[src/rtl/mc_pkg.sv]
// Shared encodings for the multi-cycle control sequencer and its datapath.
// Latency: none (types and constants only).
// Backpressure: not applicable.
package mc_pkg;

    typedef enum logic [2:0] {
        S_FETCH  = 3'd0,
        S_DECODE = 3'd1,
        S_EXEC   = 3'd2,
        S_MEM    = 3'd3,
        S_WB     = 3'd4
    } state_t;

    localparam logic [5:0] OP_RTYPE = 6'b000000;
    localparam logic [5:0] OP_ORI   = 6'b001101;
    localparam logic [5:0] OP_LUI   = 6'b001111;
    localparam logic [5:0] OP_LW    = 6'b100011;
    localparam logic [5:0] OP_SW    = 6'b101011;
    localparam logic [5:0] OP_BEQ   = 6'b000100;
    localparam logic [5:0] OP_J     = 6'b000010;
    localparam logic [5:0] OP_JAL   = 6'b000011;

    localparam logic [5:0] FN_ADDU  = 6'b100001;
    localparam logic [5:0] FN_SUBU  = 6'b100011;
    localparam logic [5:0] FN_SLL   = 6'b000000;
    localparam logic [5:0] FN_JR    = 6'b001000;

    localparam logic [1:0] PCSEL_PC4 = 2'b00;
    localparam logic [1:0] PCSEL_BR  = 2'b01;
    localparam logic [1:0] PCSEL_JMP = 2'b10;
    localparam logic [1:0] PCSEL_REG = 2'b11;

    localparam logic [2:0] ALU_ADD = 3'b000;
    localparam logic [2:0] ALU_SUB = 3'b001;
    localparam logic [2:0] ALU_OR  = 3'b010;
    localparam logic [2:0] ALU_LUI = 3'b011;

    localparam logic [2:0] WA_RT = 3'b000;
    localparam logic [2:0] WA_RD = 3'b001;
    localparam logic [2:0] WA_RA = 3'b010;

    localparam logic [2:0] WD_ALU   = 3'b000;
    localparam logic [2:0] WD_DM    = 3'b001;
    localparam logic [2:0] WD_PC    = 3'b010;
    localparam logic [2:0] WD_SHIFT = 3'b011;

    // One-hot instruction class; exactly one bit set for any opcode/funct.
    typedef struct packed {
        logic rtype_alu;
        logic sll;
        logic jr;
        logic ori;
        logic lui;
        logic lw;
        logic sw;
        logic beq;
        logic j;
        logic jal;
        logic illegal;
    } ins_class_t;

endpackage

[src/rtl/mc_decode.sv]
// Opcode/funct to one-hot instruction class.
// Latency: combinational.
// Backpressure: none.
module mc_decode
    import mc_pkg::*;
(
    input  logic [5:0]  opcode,
    input  logic [5:0]  funct,
    output ins_class_t  cls
);

    // Classify the latched instruction; anything unrecognised is illegal.
    always_comb begin
        cls = '0;
        case (opcode)
            OP_RTYPE: begin
                case (funct)
                    FN_ADDU, FN_SUBU: cls.rtype_alu = 1'b1;
                    FN_SLL:           cls.sll       = 1'b1;
                    FN_JR:            cls.jr        = 1'b1;
                    default:          cls.illegal   = 1'b1;
                endcase
            end
            OP_ORI:  cls.ori     = 1'b1;
            OP_LUI:  cls.lui     = 1'b1;
            OP_LW:   cls.lw      = 1'b1;
            OP_SW:   cls.sw      = 1'b1;
            OP_BEQ:  cls.beq     = 1'b1;
            OP_J:    cls.j       = 1'b1;
            OP_JAL:  cls.jal     = 1'b1;
            default: cls.illegal = 1'b1;
        endcase
    end

endmodule

[src/rtl/mc_ctrl.sv]
// Multi-cycle MIPS control sequencer: FETCH/DECODE/EXEC/MEM/WB FSM plus retire counter.
// Latency: outputs combinational from state and inputs; state/count update each clk.
// Backpressure: holds in MEM while dm_ready is low; dm_ready ignored elsewhere.
module mc_ctrl
    import mc_pkg::*;
#(
    parameter int CNT_W = 32
) (
    input  logic             clk,
    input  logic             reset,
    input  logic [5:0]       opcode,
    input  logic [5:0]       funct,
    input  logic             Equal,
    input  logic             dm_ready,
    output logic             PCWrite,
    output logic [1:0]       PCSel,
    output logic             IRWrite,
    output logic             RegWrite,
    output logic             MemWrite,
    output logic             dm_req,
    output logic             ALUSrc,
    output logic [2:0]       ALUSelect,
    output logic             EXTSelect,
    output logic [2:0]       GRF_WASrc,
    output logic [2:0]       GRF_WDSrc,
    output logic [2:0]       state,
    output logic [CNT_W-1:0] instr_count
);

    ins_class_t cls;
    state_t     cur_state;
    state_t     nxt_state;
    logic       retire;

    mc_decode u_decode (
        .opcode (opcode),
        .funct  (funct),
        .cls    (cls)
    );

    assign state = cur_state;

    // Next-state and per-state control outputs; enables are squashed during reset.
    always_comb begin
        nxt_state = cur_state;
        PCWrite   = 1'b0;
        PCSel     = PCSEL_PC4;
        IRWrite   = 1'b0;
        RegWrite  = 1'b0;
        MemWrite  = 1'b0;
        dm_req    = 1'b0;
        ALUSrc    = 1'b0;
        ALUSelect = ALU_ADD;
        EXTSelect = 1'b0;
        GRF_WASrc = WA_RT;
        GRF_WDSrc = WD_ALU;

        case (cur_state)
            S_FETCH: begin
                IRWrite   = 1'b1;
                PCWrite   = 1'b1;
                nxt_state = S_DECODE;
            end
            S_DECODE: begin
                if (cls.j) begin
                    PCWrite   = 1'b1;
                    PCSel     = PCSEL_JMP;
                    nxt_state = S_FETCH;
                end else if (cls.jal) begin
                    PCWrite   = 1'b1;
                    PCSel     = PCSEL_JMP;
                    RegWrite  = 1'b1;
                    GRF_WASrc = WA_RA;
                    GRF_WDSrc = WD_PC;
                    nxt_state = S_FETCH;
                end else if (cls.jr) begin
                    PCWrite   = 1'b1;
                    PCSel     = PCSEL_REG;
                    nxt_state = S_FETCH;
                end else if (cls.illegal) begin
                    nxt_state = S_FETCH;
                end else begin
                    nxt_state = S_EXEC;
                end
            end
            S_EXEC: begin
                if (cls.beq) begin
                    PCWrite   = Equal;
                    PCSel     = PCSEL_BR;
                    nxt_state = S_FETCH;
                end else if (cls.lw || cls.sw) begin
                    nxt_state = S_MEM;
                end else begin
                    nxt_state = S_WB;
                end
            end
            S_MEM: begin
                dm_req   = 1'b1;
                MemWrite = cls.sw;
                if (dm_ready) begin
                    nxt_state = cls.lw ? S_WB : S_FETCH;
                end
            end
            S_WB: begin
                RegWrite  = 1'b1;
                GRF_WASrc = (cls.rtype_alu || cls.sll) ? WA_RD : WA_RT;
                if (cls.lw) begin
                    GRF_WDSrc = WD_DM;
                end else if (cls.sll) begin
                    GRF_WDSrc = WD_SHIFT;
                end else begin
                    GRF_WDSrc = WD_ALU;
                end
                nxt_state = S_FETCH;
            end
            default: nxt_state = S_FETCH;
        endcase

        // ALU controls stay fixed from EXEC through WB so ALU_Y and the DM address are stable.
        if (cur_state == S_EXEC || cur_state == S_MEM || cur_state == S_WB) begin
            if (cls.beq) begin
                ALUSelect = ALU_SUB;
            end else if (cls.lw || cls.sw) begin
                ALUSrc    = 1'b1;
                EXTSelect = 1'b1;
                ALUSelect = ALU_ADD;
            end else if (cls.ori) begin
                ALUSrc    = 1'b1;
                ALUSelect = ALU_OR;
            end else if (cls.lui) begin
                ALUSrc    = 1'b1;
                ALUSelect = ALU_LUI;
            end else if (cls.rtype_alu) begin
                ALUSelect = (funct == FN_SUBU) ? ALU_SUB : ALU_ADD;
            end
        end

        if (reset) begin
            PCWrite  = 1'b0;
            IRWrite  = 1'b0;
            RegWrite = 1'b0;
            MemWrite = 1'b0;
            dm_req   = 1'b0;
        end
    end

    // An instruction retires whenever a legal working state hands back to FETCH.
    assign retire = (nxt_state == S_FETCH) &&
                    (cur_state == S_DECODE || cur_state == S_EXEC ||
                     cur_state == S_MEM    || cur_state == S_WB);

    // State register and wrapping retire counter; reset aborts any in-flight instruction.
    always_ff @(posedge clk) begin
        if (reset) begin
            cur_state   <= S_FETCH;
            instr_count <= '0;
        end else begin
            cur_state <= nxt_state;
            if (retire) begin
                instr_count <= instr_count + CNT_W'(1);
            end
        end
    end

endmodule
[config.mk]
export PLATFORM = sky130hd
export DESIGN_NAME = mc_ctrl
export DESIGN_NICKNAME = d
export VERILOG_FILES = /design/src/rtl/mc_pkg.sv /design/src/rtl/mc_decode.sv /design/src/rtl/mc_ctrl.sv
export SDC_FILE = /design/constraint.sdc
export NUM_CORES = 1
export LEC_CHECK = 0
export ABC_AREA = 1
export CORE_MARGIN = 2
export CORE_UTILIZATION = 50
export DETAILED_ROUTE_END_ITERATION = 16
export GPL_TIMING_DRIVEN = 1
export PLACE_DENSITY_LB_ADDON = 0.25
export SLEW_MARGIN = 15
export SYNTH_ARGS = -nofsm -noshare
export SYNTH_HDL_FRONTEND = slang
export SYNTH_SLANG_ARGS = --single-unit
[constraint.sdc]
create_clock -name clk -period 1.9 [get_ports clk]
set_clock_uncertainty 0.15 [all_clocks]
set_input_delay 0.38 -clock clk [delete_from_list [all_inputs] [get_ports clk]]
set_output_delay 0.38 -clock clk [all_outputs]
set_load 0.01 [all_outputs]
==> flow_metrics.py <==
metrics = {
    "critical_path": {
        "start_kind": "register",
        "cp_max_fo": 8,
        "setup.worst_path.end_class": "register",
        "worstPathArrival_ps": 2120,
        "crit_start": "state[2]$_SDFF_PP0_",
        "critPathKind": "reg -> reg",
        "r2r_start": "state[2]$_SDFF_PP0_",
        "required_ps": 1960,
    },
    "floorplanning": {
        "die-area_sq_um": 6040,
        "core_area_sq_um": 5170,
        "die_h_um": 77.7,
        "die-width_um": 77.7,
        "core.rowCount": 26,
        "io_pins": 69,
        "start_util": 0.526,
    },
    "final_layout": {
        "insertedDiodeCount": 0,
        "layout_commonest_cell": "nand2_1",
        "final_cell_count_no_fill": 634,
        "final_core_util": 0.819,
        "drive_gt1_frac": 0.344,
        "fin_nets": 580,
        "fill_cells": 320,
        "final_cell_mix": "127 x nand2_1, 55 x nor2_1, 54 x buf_4",
        "area.growth.synth_to_final_pct": 55.7,
        "final_design_area_no_fill_sq_um": 4230,
    },
    "job": {
        "maxCapViolations": 0,
    },
    "sta": {
        "drv_slew": 0,
        "fin_ws_ps": -155,
        "finalSetupViolCount": 34,
        "fin_crit_ps": 2050,
        "fmax_mhz": 487,
        "fin_crit_sh": 1.08,
        "hold_viol": 0,
        "setup_tns_ps": -3170,
        "rsz0062_at_grt": "true",
        "fin_hold_ws_ps": 355,
    },
    "detailed_routing": {
        "firstDrtPassIters": 6,
        "totalWireLength_mm": 11.3,
        "route.vias.total": 3636,
        "drc": 0,
        "ant_nets": 0,
        "wl_per_cell_um": 17.8,
        "vias_per_cell": 5.74,
        "drtIter0Drc": 346,
    },
    "synth": {
        "ys_warn_count": 0,
        "synth_mux_area_frac": 0,
        "synth_compound_area_frac": 0.0902,
        "ys_ff_latch": 35,
        "synth-main-ff-cell": "dfxtp_1",
        "synthArstFlopShare": 0,
        "synthXorXnorAreaFrac": 0.0483,
        "synth_edf_count": 0,
        "netlist_area_sq_um": 2720,
        "synthAdderAreaFrac": 0.00460,
        "synth_cell_type_count": 34,
        "synth_top_family_by_area": "simple AND/OR/NAND/NOR gates",
        "syn_avg_cell_area_sq_um": 6.22,
        "ys_seq_area_frac": 0.258,
        "synth-simple-area-share": 0.500,
        "netlist_instances": 437,
    },
    "clock_network": {
        "cts_hold_buf": 0,
        "cts_sinks": 35,
        "cts-buffers-inserted": 5,
        "clk_latency_ps": 290,
        "cts.clk_slew.worst_paths_ps": 80,
        "cts_tree": "done",
        "cts_buffer_depth": 2,
        "clockRootBuffer": "clkbuf_8",
        "cts_max_level": 2,
    },
    "power_and_ir_drop": {
        "seqPwrFrac": 0.440,
        "p_leak_nw": 1.66,
        "pwr-share-comb": 0.196,
        "max-vdd-ir-drop_v": 0.000284,
        "power_mw": 1.68,
        "p_clk_frac": 0.364,
        "intPower_mw": 1.20,
        "power_density_nw_per_um2": 398,
        "p_sw_frac": 0.287,
        "p_switching_uw": 484,
    },
    "grt": {
        "grt_overflow": 0,
        "grtUsageTotal": 0.329,
        "grt_max_degree": 32,
        "grt_pass1_wl_mm": 15.7,
        "antenna_found_initial": 0,
        "first_global_vias": 3335,
    },
    "place": {
        "dp_cells": 610,
        "hpwl_mm": 6.98,
        "gp_congestion": 0.991,
        "io_buffers": 65,
        "placed_area_sq_um": 3750,
        "preCtsSetupSlack_ps": -806,
    },
    "worst_hold_path": {
        "hp-start": "instr_count[31]$_SDFFE_PP0P_",
        "min_path_type": "reg -> reg",
    },
    "status": {
        "status": "finished with violations",
        "violations": "negative setup slack",
    },
}
-- final timing paths --
kind	depth (start not counted)	slack, ps	endpoint
worst max-delay path	12	-150	instr_count[29]$_SDFFE_PP0P_
worst min-delay path	2	360	instr_count[31]$_SDFFE_PP0P_
worst max register to register	12	-150	instr_count[29]$_SDFFE_PP0P_
worst min register to register	2	360	instr_count[31]$_SDFFE_PP0P_
-- Yosys cell counts (2+ instances only) --
master / instances / area [sq um]
a21oi_1: 31 / 155
a21oi_2: 5 / 43.8
buf_4: 3 / 22.5
buf_6: 6 / 67.6
buf_8: 3 / 45.0
clkbuf_1: 4 / 15.0
dfxtp_1: 35 / 701
inv_1: 25 / 93.8
inv_2: 4 / 15.0
nand2_1: 147 / 552
nand2_2: 4 / 25.0
nand3_1: 40 / 200
nand3_2: 6 / 60.1
nand3b_1: 15 / 113
nand4_1: 4 / 25.0
nor2_1: 69 / 259
nor2_2: 3 / 18.8
nor2_4: 3 / 33.8
o21ai_0: 2 / 10.0
xnor2_1: 4 / 35.0
xor2_1: 11 / 96.3
-- logic make-up after synthesis --
| family | after synthesis |
|---|---|
| buf+inv | 46 |
| fa+ha+maj | 1 |
| compound gates | 43 |
| xor+xnor | 15 |
| simple gates | 296 |
| flops | 35 |
| other cells | 1 |
-- routing by layer --
layer  vias to the layer above  wire, um  global-route usage
met1                      1693      4450               0.418
met3                        47      1010              0.0407
met4                         0       405               0.109
li1                       1655         -                   -
met2                       241      5440               0.572
met5                         -         0                   0
-- what timing repair did --
action,in CTS,in global routing
setup endpoints to repair,52,55
pin swaps,25,36
setup buffers,10,4
gates cloned,2,3
resized for setup,128,83
hold endpoints to repair,0,0
-- registers in the layout (all words and copies together), names as in the netlist --
name and cells:
state 3, instr_count 32
-- power by group through the flow --
stage,Sequential (mW),Clock (mW),Combinational [mW]
final,0.740,0.613,0.331
after global routing,0.740,0.642,0.342
after CTS,0.739,0.607,0.281
after detailed placement,0.759,0,0.244
after global placement,0.758,0,0.239
after floorplan,0.763,0,0.129
-- critical path: stages, from the launching register on --
cell and delay (ps):
dfxtp_4 380, inv_4 70, buf_4 120, nand3_2 90, buf_4 150, nor2_1 130
nand2_1 150, nand3_4 130, nor2_8 60, buf_12 160, nand2_8 140, nand2_2 80
a21oi_2 160
-- area by class of cell --
cell class                 instances  area (sq um)  share of cell area
sequential                        35           724               0.171
timing repair buffer             130          1140               0.270
multi-input combinational        361          2060               0.486
tap                               70          87.6              0.0207
inverter                          30           123              0.0290
clock buffer                       8           100              0.0236
Power figures use the tool's default switching activity.
